===== config.mk =====
export PLATFORM = sky130hd
export DESIGN_NAME = uart_fifo_ctrl_flat
export DESIGN_NICKNAME = d
export VERILOG_FILES = /design/src/rtl/uart_fifo_ctrl_if.sv /design/src/rtl/uart_fifo_ctrl.sv /design/src/flat_wrapper.sv
export SDC_FILE = /design/constraint.sdc
export NUM_CORES = 1
export LEC_CHECK = 0
export CAP_MARGIN = 15
export CORE_ASPECT_RATIO = 1.4
export CORE_MARGIN = 2
export CORE_UTILIZATION = 35
export DETAILED_ROUTE_END_ITERATION = 7
export MAX_ROUTING_LAYER = met4
export RECOVER_POWER = 25
export SLEW_MARGIN = 40
export SYNTH_ARGS = -nofsm -noshare
export SYNTH_HDL_FRONTEND = slang
export SYNTH_SLANG_ARGS = --single-unit

===== constraint.sdc =====
create_clock -name clk -period 3.4 [get_ports clk]
set_input_delay 0.68 -clock clk [delete_from_list [all_inputs] [get_ports clk]]
set_output_delay 0.68 -clock clk [all_outputs]
set_load 0.01 [all_outputs]

===== src/rtl/uart_fifo_ctrl_if.sv =====
// Handshake bundle between the UART byte FIFO and its producer/consumer.
// The master modport drives requests; the slave modport is the FIFO itself.
interface uart_fifo_ctrl_if #(
    parameter int unsigned WIDTH  = 8,
    parameter int unsigned ADDR_W = 4
);
    logic              en;
    logic              flush;
    logic              enqueue;
    logic [WIDTH-1:0]  enqueue_data;
    logic              dequeue;
    logic              clear_err;
    logic [WIDTH-1:0]  queue_head_data;
    logic              empty;
    logic              full;
    logic [ADDR_W:0]   count;
    logic              almost_full;
    logic              almost_empty;
    logic              overflow;
    logic              underflow;
    logic [ADDR_W:0]   high_water;

    modport master (
        output en, flush, enqueue, enqueue_data, dequeue, clear_err,
        input  queue_head_data, empty, full, count, almost_full, almost_empty,
               overflow, underflow, high_water
    );

    modport slave (
        input  en, flush, enqueue, enqueue_data, dequeue, clear_err,
        output queue_head_data, empty, full, count, almost_full, almost_empty,
               overflow, underflow, high_water
    );
endinterface


===== src/rtl/uart_fifo_ctrl.sv =====
// Parametrised first-word-fall-through byte queue with occupancy, threshold flags,
// sticky error bits, flush and a high-water mark.
module uart_fifo_ctrl #(
    parameter int unsigned WIDTH    = 8,
    parameter int unsigned ADDR_W   = 4,
    parameter int unsigned AF_LEVEL = (1 << ADDR_W) - 2,
    parameter int unsigned AE_LEVEL = 1
) (
    input logic             clk,
    input logic             rst,
    uart_fifo_ctrl_if.slave bus
);
    localparam int unsigned     DEPTH    = 1 << ADDR_W;
    localparam logic [ADDR_W:0] DepthCnt = (ADDR_W + 1)'(DEPTH);
    localparam logic [ADDR_W:0] AfCnt    = (ADDR_W + 1)'(AF_LEVEL);
    localparam logic [ADDR_W:0] AeCnt    = (ADDR_W + 1)'(AE_LEVEL);

    logic [WIDTH-1:0]  mem_q [DEPTH];
    logic [ADDR_W-1:0] head_q, head_d;
    logic [ADDR_W-1:0] rear_q, rear_d;
    logic [ADDR_W:0]   count_q, count_d;
    logic [ADDR_W:0]   hw_q, hw_d;
    logic              ovf_q, ovf_d;
    logic              udf_q, udf_d;
    logic              is_empty, is_full;
    logic              wr_ok, rd_ok, clr;

    assign is_empty = (count_q == '0);
    assign is_full  = (count_q == DepthCnt);
    assign clr      = bus.flush | ~bus.en;

    // A full queue still accepts a write when the head is popped in the same cycle.
    assign wr_ok = bus.enqueue & (~is_full | bus.dequeue);
    assign rd_ok = bus.dequeue & ~is_empty;

    always_comb begin
        head_d  = head_q;
        rear_d  = rear_q;
        count_d = count_q;
        hw_d    = hw_q;
        ovf_d   = ovf_q;
        udf_d   = udf_q;
        if (bus.clear_err) begin
            ovf_d = 1'b0;
            udf_d = 1'b0;
        end
        if (clr) begin
            head_d  = '0;
            rear_d  = '0;
            count_d = '0;
            hw_d    = '0;
        end else begin
            if (wr_ok) begin
                rear_d = rear_q + 1'b1;
            end
            if (rd_ok) begin
                head_d = head_q + 1'b1;
            end
            if (wr_ok && !rd_ok) begin
                count_d = count_q + 1'b1;
            end else if (rd_ok && !wr_ok) begin
                count_d = count_q - 1'b1;
            end
            hw_d = (count_d > hw_q) ? count_d : hw_q;
            // A new error outranks a same-cycle clear.
            if (bus.enqueue && !wr_ok) begin
                ovf_d = 1'b1;
            end
            if (bus.dequeue && !rd_ok) begin
                udf_d = 1'b1;
            end
        end
    end

    always_ff @(posedge clk) begin
        if (!rst) begin
            head_q  <= '0;
            rear_q  <= '0;
            count_q <= '0;
            hw_q    <= '0;
            ovf_q   <= 1'b0;
            udf_q   <= 1'b0;
        end else begin
            head_q  <= head_d;
            rear_q  <= rear_d;
            count_q <= count_d;
            hw_q    <= hw_d;
            ovf_q   <= ovf_d;
            udf_q   <= udf_d;
        end
    end

    // Storage is deliberately left out of reset.
    always_ff @(posedge clk) begin
        if (rst && !clr && wr_ok) begin
            mem_q[rear_q] <= bus.enqueue_data;
        end
    end

    assign bus.queue_head_data = mem_q[head_q];
    assign bus.empty           = is_empty;
    assign bus.full            = is_full;
    assign bus.count           = count_q;
    assign bus.almost_full     = (count_q >= AfCnt);
    assign bus.almost_empty    = (count_q <= AeCnt);
    assign bus.overflow        = ovf_q;
    assign bus.underflow       = udf_q;
    assign bus.high_water      = hw_q;
endmodule

===== src/flat_wrapper.sv =====
// flat-port wrapper written by rule: the top's interface ports become plain ports
module uart_fifo_ctrl_flat 
#(
    parameter int unsigned WIDTH    = 8,
    parameter int unsigned ADDR_W   = 4,
    parameter int unsigned AF_LEVEL = (1 << ADDR_W) - 2,
    parameter int unsigned AE_LEVEL = 1
)
  (clk, rst, bus_en, bus_flush, bus_enqueue, bus_enqueue_data, bus_dequeue, bus_clear_err, bus_queue_head_data, bus_empty, bus_full, bus_count, bus_almost_full, bus_almost_empty, bus_overflow, bus_underflow, bus_high_water);
  uart_fifo_ctrl_if #(.WIDTH(WIDTH), .ADDR_W(ADDR_W)) bus_i ();
  input logic clk;
  input logic rst;
  input wire logic [$bits(bus_i.en)-1:0] bus_en;
  input wire logic [$bits(bus_i.flush)-1:0] bus_flush;
  input wire logic [$bits(bus_i.enqueue)-1:0] bus_enqueue;
  input wire logic [$bits(bus_i.enqueue_data)-1:0] bus_enqueue_data;
  input wire logic [$bits(bus_i.dequeue)-1:0] bus_dequeue;
  input wire logic [$bits(bus_i.clear_err)-1:0] bus_clear_err;
  output wire logic [$bits(bus_i.queue_head_data)-1:0] bus_queue_head_data;
  output wire logic [$bits(bus_i.empty)-1:0] bus_empty;
  output wire logic [$bits(bus_i.full)-1:0] bus_full;
  output wire logic [$bits(bus_i.count)-1:0] bus_count;
  output wire logic [$bits(bus_i.almost_full)-1:0] bus_almost_full;
  output wire logic [$bits(bus_i.almost_empty)-1:0] bus_almost_empty;
  output wire logic [$bits(bus_i.overflow)-1:0] bus_overflow;
  output wire logic [$bits(bus_i.underflow)-1:0] bus_underflow;
  output wire logic [$bits(bus_i.high_water)-1:0] bus_high_water;
  assign bus_i.en = bus_en;
  assign bus_i.flush = bus_flush;
  assign bus_i.enqueue = bus_enqueue;
  assign bus_i.enqueue_data = bus_enqueue_data;
  assign bus_i.dequeue = bus_dequeue;
  assign bus_i.clear_err = bus_clear_err;
  assign bus_queue_head_data = bus_i.queue_head_data;
  assign bus_empty = bus_i.empty;
  assign bus_full = bus_i.full;
  assign bus_count = bus_i.count;
  assign bus_almost_full = bus_i.almost_full;
  assign bus_almost_empty = bus_i.almost_empty;
  assign bus_overflow = bus_i.overflow;
  assign bus_underflow = bus_i.underflow;
  assign bus_high_water = bus_i.high_water;
  uart_fifo_ctrl #(.WIDTH(WIDTH), .ADDR_W(ADDR_W), .AF_LEVEL(AF_LEVEL), .AE_LEVEL(AE_LEVEL)) u_core (.clk(clk), .rst(rst), .bus(bus_i));
endmodule

# After elaboration in Yosys (flattened, before gate mapping)
# Memories as Yosys holds them, arrays and structs flattened. A register that Yosys moved wholly into a read port is not among the register bits.
# Cells that the tools add are included.
[classes]
magnitude_cmp = 3
n_shift = 0
n_mux = 13
n_addsub = 4
mul = 0
bitwise_logic = 8
eq_ne = 1
reduce_logical = 11
div_mod_pow = 0
[op_table]
columns = ["cell", "n"]
rows = [
  ["two-way mux 5 bit", 3],
  ["adder 4 x 1 -> 4 bit, second input constant", 2],
  ["two-way mux 1 bit", 8],
  ["two-way mux 4 bit", 2],
  ["logical AND 1 bit", 6],
  ["adder 5 x 1 -> 5 bit, second input constant", 1],
  ["equality test 5 bit, second input constant", 1],
  ["greater-or-equal comparator 5 x 4 -> 1 bit, second input constant", 1],
  ["greater-than comparator 5 bit", 1],
  ["less-or-equal comparator 5 x 1 -> 1 bit, second input constant", 1],
  ["zero test 5 bit", 1],
  ["subtractor 5 x 1 -> 5 bit, second input constant", 1],
  ["inverter 1 bit", 4],
  ["zero test 1 bit", 3],
  ["AND 1 bit", 2],
  ["OR 1 bit", 2],
  ["OR reduction 2 bit", 1],
]
[totals]
output_inout_bits = 24
in_bits = 15
rom_bits = 0
mem_bits_rw = 128
word_cells = 47
n_memories = 1
latch_bits = 0
reg_bits = 20
[memory_table]
columns = ["memory", "depth", "word_bits", "read_ports", "rd_ports_with_merged_regs", "write_ports", "line_no", "text"]
rows = [
  ["u_core.mem_q", 16, 8, 1, 1, 1, "uart_fifo_ctrl.sv:18", "logic [WIDTH-1:0] mem_q [DEPTH];"],
]

# Depth between registers and ports, before layout
[logic_depth]
depth_word = 10
depth_mapped = 14
depth_no_buf = 13

# Worst setup path after synthesis
# OpenSTA, ideal clock, no wires.
[synth_timing]
kind = "reg-to-reg"
startpoint = "reg u_core.count_q[1], in the netlist u_core.bus.count[1]"
endpoint = "reg u_core.hw_q[0], in the netlist u_core.bus.high_water[0]"
period_less_slack_ns = 3.030
setup_slack_ns = 0.370
n_path_buf = 1
arrival_ns = 2.955
setup_ns = 0.076
required_time_ns = 3.324
path_stages_with_launch = 15
path_cell_list = "dfxtp_1 inv_1 ha_1 or4b_1 buf_2 and3_4 a41oi_2 xor2_1 inv_1 ha_1 nand4_1 mux2i_1 a21oi_1 nand2_1 o22ai_1"
[synth_via]
elab_chain_len = 10
elab_cells_between_ends = 17
cone_classes = "add/sub: 2; order compare: 1; eq/ne: 1; mux: 3; bitwise: 5; reduce/logical: 5"
[synth_rtl]
columns = ["item", "line_no", "text"]
rows = [
  ["start: declaration", "uart_fifo_ctrl.sv:21", "logic [ADDR_W:0] count_q, count_d;"],
  ["start signal: assignment", "uart_fifo_ctrl.sv:86", "count_q <= count_d;"],
  ["equality test 5 bit", "uart_fifo_ctrl.sv:29", "assign is_full = (count_q == DepthCnt);"],
  ["inverter 1 bit", "uart_fifo_ctrl.sv:33", "assign wr_ok = bus.enqueue & (~is_full | bus.dequeue);"],
  ["OR 1 bit", "uart_fifo_ctrl.sv:33", ""],
  ["AND 1 bit", "uart_fifo_ctrl.sv:33", ""],
  ["zero test 1 bit", "uart_fifo_ctrl.sv:61", "end else if (rd_ok && !wr_ok) begin"],
  ["logical AND 1 bit", "uart_fifo_ctrl.sv:61", ""],
  ["two-way mux 5 bit", "uart_fifo_ctrl.sv:61", ""],
  ["two-way mux 5 bit *", "uart_fifo_ctrl.sv:59", "if (wr_ok && !rd_ok) begin"],
  ["two-way mux 5 bit *", "uart_fifo_ctrl.sv:47", "if (clr) begin"],
  ["greater-than comparator 5 bit", "uart_fifo_ctrl.sv:64", "hw_d = (count_d > hw_q) ? count_d : hw_q;"],
  ["end signal: assignment", "uart_fifo_ctrl.sv:87", "hw_q <= hw_d;"],
  ["end: declaration", "uart_fifo_ctrl.sv:22", "logic [ADDR_W:0] hw_q, hw_d;"],
]
# Mark *: on every way between the ends. The rest lies on a longest branch, timed or not. The select of a mux whose other input is x is not followed.
# A chain may end at the register's enable or synchronous reset.

==> flow_metrics.tcl <==
set metrics [dict create \
    final_common_cell "sky130_fd_sc_hd__edfxtp_1" \
    status "finished, final reports clean" \
    async_reset_ff_frac 0 \
    replace_congestion 0.882 \
    p_leak_nw 2.48 \
    areaGrowthSynthToFinish_pct 23.2 \
    dp.cells 639 \
    maximum_capacitance_violations 0 \
    timing_worst_setup_path_type "reg -> out" \
    stdcell_count 671 \
    yosys_register_bits 152 \
    fillers 1538 \
    antenna_cells 0 \
    clk_latency_ns 0.41 \
    mappedNetlistNets 381 \
    data_required_time_of_the_critical_path_ns 2.72 \
    critPathArrivalTime_ns 2.63 \
    clock_tree.buffer_depth 2 \
    routed_wirelength_um 12400 \
    met2RoutedLength_um 6580 \
    regArea_um2 4330 \
    synthCells 351 \
    most-common-layout-cells "128 x sky130_fd_sc_hd__edfxtp_1, 40 x sky130_fd_sc_hd__mux4_2, 33 x sky130_fd_sc_hd__nor2_1, 33 x sky130_fd_sc_hd__clkdlybuf4s50_1, 28 x sky130_fd_sc_hd__buf_4" \
    ys_top_cells_by_area "sky130_fd_sc_hd__edfxtp_1 62%, sky130_fd_sc_hd__mux4_2 15%, sky130_fd_sc_hd__dfxtp_1 7.8%" \
    final_util 0.439 \
    tritoncts "built" \
    num-nets-final 452 \
    io_buffer_count 38 \
    tightestPinTransition_ns 0.629 \
    proportion_of_layout_cells_with_a_drive_suffix_above_1 0.248 \
    count_of_flip_flops_with_a_built_in_enable_after_synthesis 128 \
    ir_worst_vdd_mv 0.275 \
    detail_route.wl_per_cell_um 18.4 \
    antenna_violating_nets_post_route 0 \
    die_w_um 116 \
    yosys_warnings 0 \
    clk_transition_reported_paths_ns 0.07 \
    cts_post_setup_buffers_inserted 0 \
    dr_total_vias 3281 \
    dr_wl_met3_um 502 \
    slew_violations 0 \
    powerDensity_nw_per_um2 522 \
    critical_path_peak_fanout 32 \
    finalSetupTns_ns 0 \
    cts_resized 0 \
    cts_bufs_inserted 17 \
    antenna_found_initial 0 \
    global_route.usage.total 0.144 \
    finalHoldViolCount 0 \
    power.total_mw 3.98 \
    core_um2 17300 \
    multiInputGateArea_um2 1720 \
    holdCritPathClass "reg -> reg" \
    post_drt_via_cell_ratio 4.89 \
    floorplan.die.height_um 161 \
    drt_first_iter_violations 258 \
    period_minus_slack_ns 3.31 \
    cp-start-kind "flop" \
    ctsHtreeMaxLevel 4 \
    count_of_endpoints_failing_setup_in_the_final_report 0 \
    drt_first_pass_iters 4 \
    route.detailed.drc 0 \
    timing.clock.skew_ns 0.00871 \
    timing.critical_path.to_type "primary output" \
    grt_pass1_vias 3455 \
    synth_top_cell_area_share 0.622 \
    die_area_um2 18800 \
    grt_setup_unrepaired "no" \
    maxUsedRoutingLayer "met4" \
    seq_area_frac_synth 0.700 \
    synth-main-ff-cell "sky130_fd_sc_hd__edfxtp_1" \
    synth_cell_type_count 39 \
    grt.overflow.total 0 \
    cts.root.buffer_cell "sky130_fd_sc_hd__clkbuf_16" \
    final.period_utilization 0.974 \
    grt_max_degree 33 \
    slew_headroom 0.580 \
    place_hpwl_um 8380 \
    synthesis.area_um2 6180 \
    cts-hold-fix-buffers 0 \
    clock_sink_count 152 \
    postSynthAreaPerCell_um2 17.6 \
    met1Wirelength_um 5150 \
    grt_pass1_wl_um 19200 \
    yosysTopAreaCell "sky130_fd_sc_hd__edfxtp_1" \
    fmax_mhz 302 \
    fp-row-count 57 \
    initial_utilization 0.357 \
    io_pins 39 \
    worst_slack_on_hold_paths_ns 0.503 \
]
-- cells by family (layout without fill, tap and decap cells) --
kind of cell	Yosys count	count (layout)	synth area share
simple gates	73	73	0.0549
xor+xnor	9	9	0.0128
mux	41	41	0.147
fa+ha+maj	16	16	0.0320
flops	152	152	0.700
compound gates	28	28	0.0318
buf+inv	32	116	0.0217
-- critical path: stages, from the launching register on --
cell and delay (ns):
sky130_fd_sc_hd__dfxtp_2 0.34, sky130_fd_sc_hd__buf_12 0.27, sky130_fd_sc_hd__mux4_2 0.57, sky130_fd_sc_hd__mux4_2 0.52, sky130_fd_sc_hd__clkdlybuf4s50_1 0.50
-- sequential cells by signal (all words and copies together) (netlist names), named ones only --
signal	cells
u_core.bus.count	5
u_core.bus.high_water	5
u_core.head_q	4
u_core.bus.overflow	1
u_core.rear_q	4
u_core.bus.underflow	1
u_core.mem_q	128
-- power breakdown --
part           internal (mW)  switching, mW  total (mW)
logic                 0.0556         0.0689       0.125
registers               2.02        0.00277        2.02
clock network           1.04          0.791        1.83
-- metrics by stage --
step                worst slack (ns)  instance area [um^2]
floorplan                      0.370                  6180
detailed placement             0.101                  7030
global route                  0.0172                  7620
global placement               0.187                  7030
finish                        0.0893                  7620
CTS                           0.0479                  7620
-- cells in the mapped netlist (all sizes together), types with 2 or more instances --
library cell / count
dfxtp: 24
ha: 15
inv: 16
and3: 2
nor2: 33
xor2: 5
o211ai: 2
nand4: 3
o21ai: 4
nand3: 5
mux4: 40
edfxtp: 128
o22ai: 4
clkbuf: 8
a21oi: 6
nor2b: 5
buf: 8
a32oi: 2
a31oi: 2
or3: 2
o31a: 2
nand2: 18
xnor2: 4
-- worst paths after layout --
check | start | end | depth (start not counted) | slack [ns]
min reg2reg | u_core.bus.high_water[2]$_SDFFE_PP0N_ | u_core.bus.high_water[2]$_SDFFE_PP0N_ | 2 | 0.50
max | flop | bus_queue_head_data[1] | 4 | 0.09
min | u_core.bus.high_water[2]$_SDFFE_PP0N_ | u_core.bus.high_water[2]$_SDFFE_PP0N_ | 2 | 0.50
max reg2reg | u_core.bus.count[0]$_SDFF_PP0_ | u_core.bus.high_water[3]$_SDFFE_PP0N_ | 14 | 0.36
-- per-layer routing --
layer	global-route usage	up-vias
met5	-	-
met3	0.0341	10
met2	0.239	90
met1	0.171	1667
met4	0.0492	0
li1	-	1514
-- area by class of cell --
type | instances | area share
Clock inverter | 15 | 0.0205
Inverter | 16 | 0.00789
Timing Repair Buffer | 68 | 0.0828
Tap cell | 236 | 0.0388
Clock buffer | 17 | 0.0559
Sequential cell | 152 | 0.568
Multi-Input combinational cell | 167 | 0.226
Note: power is estimated with default switching activity, not from simulation.
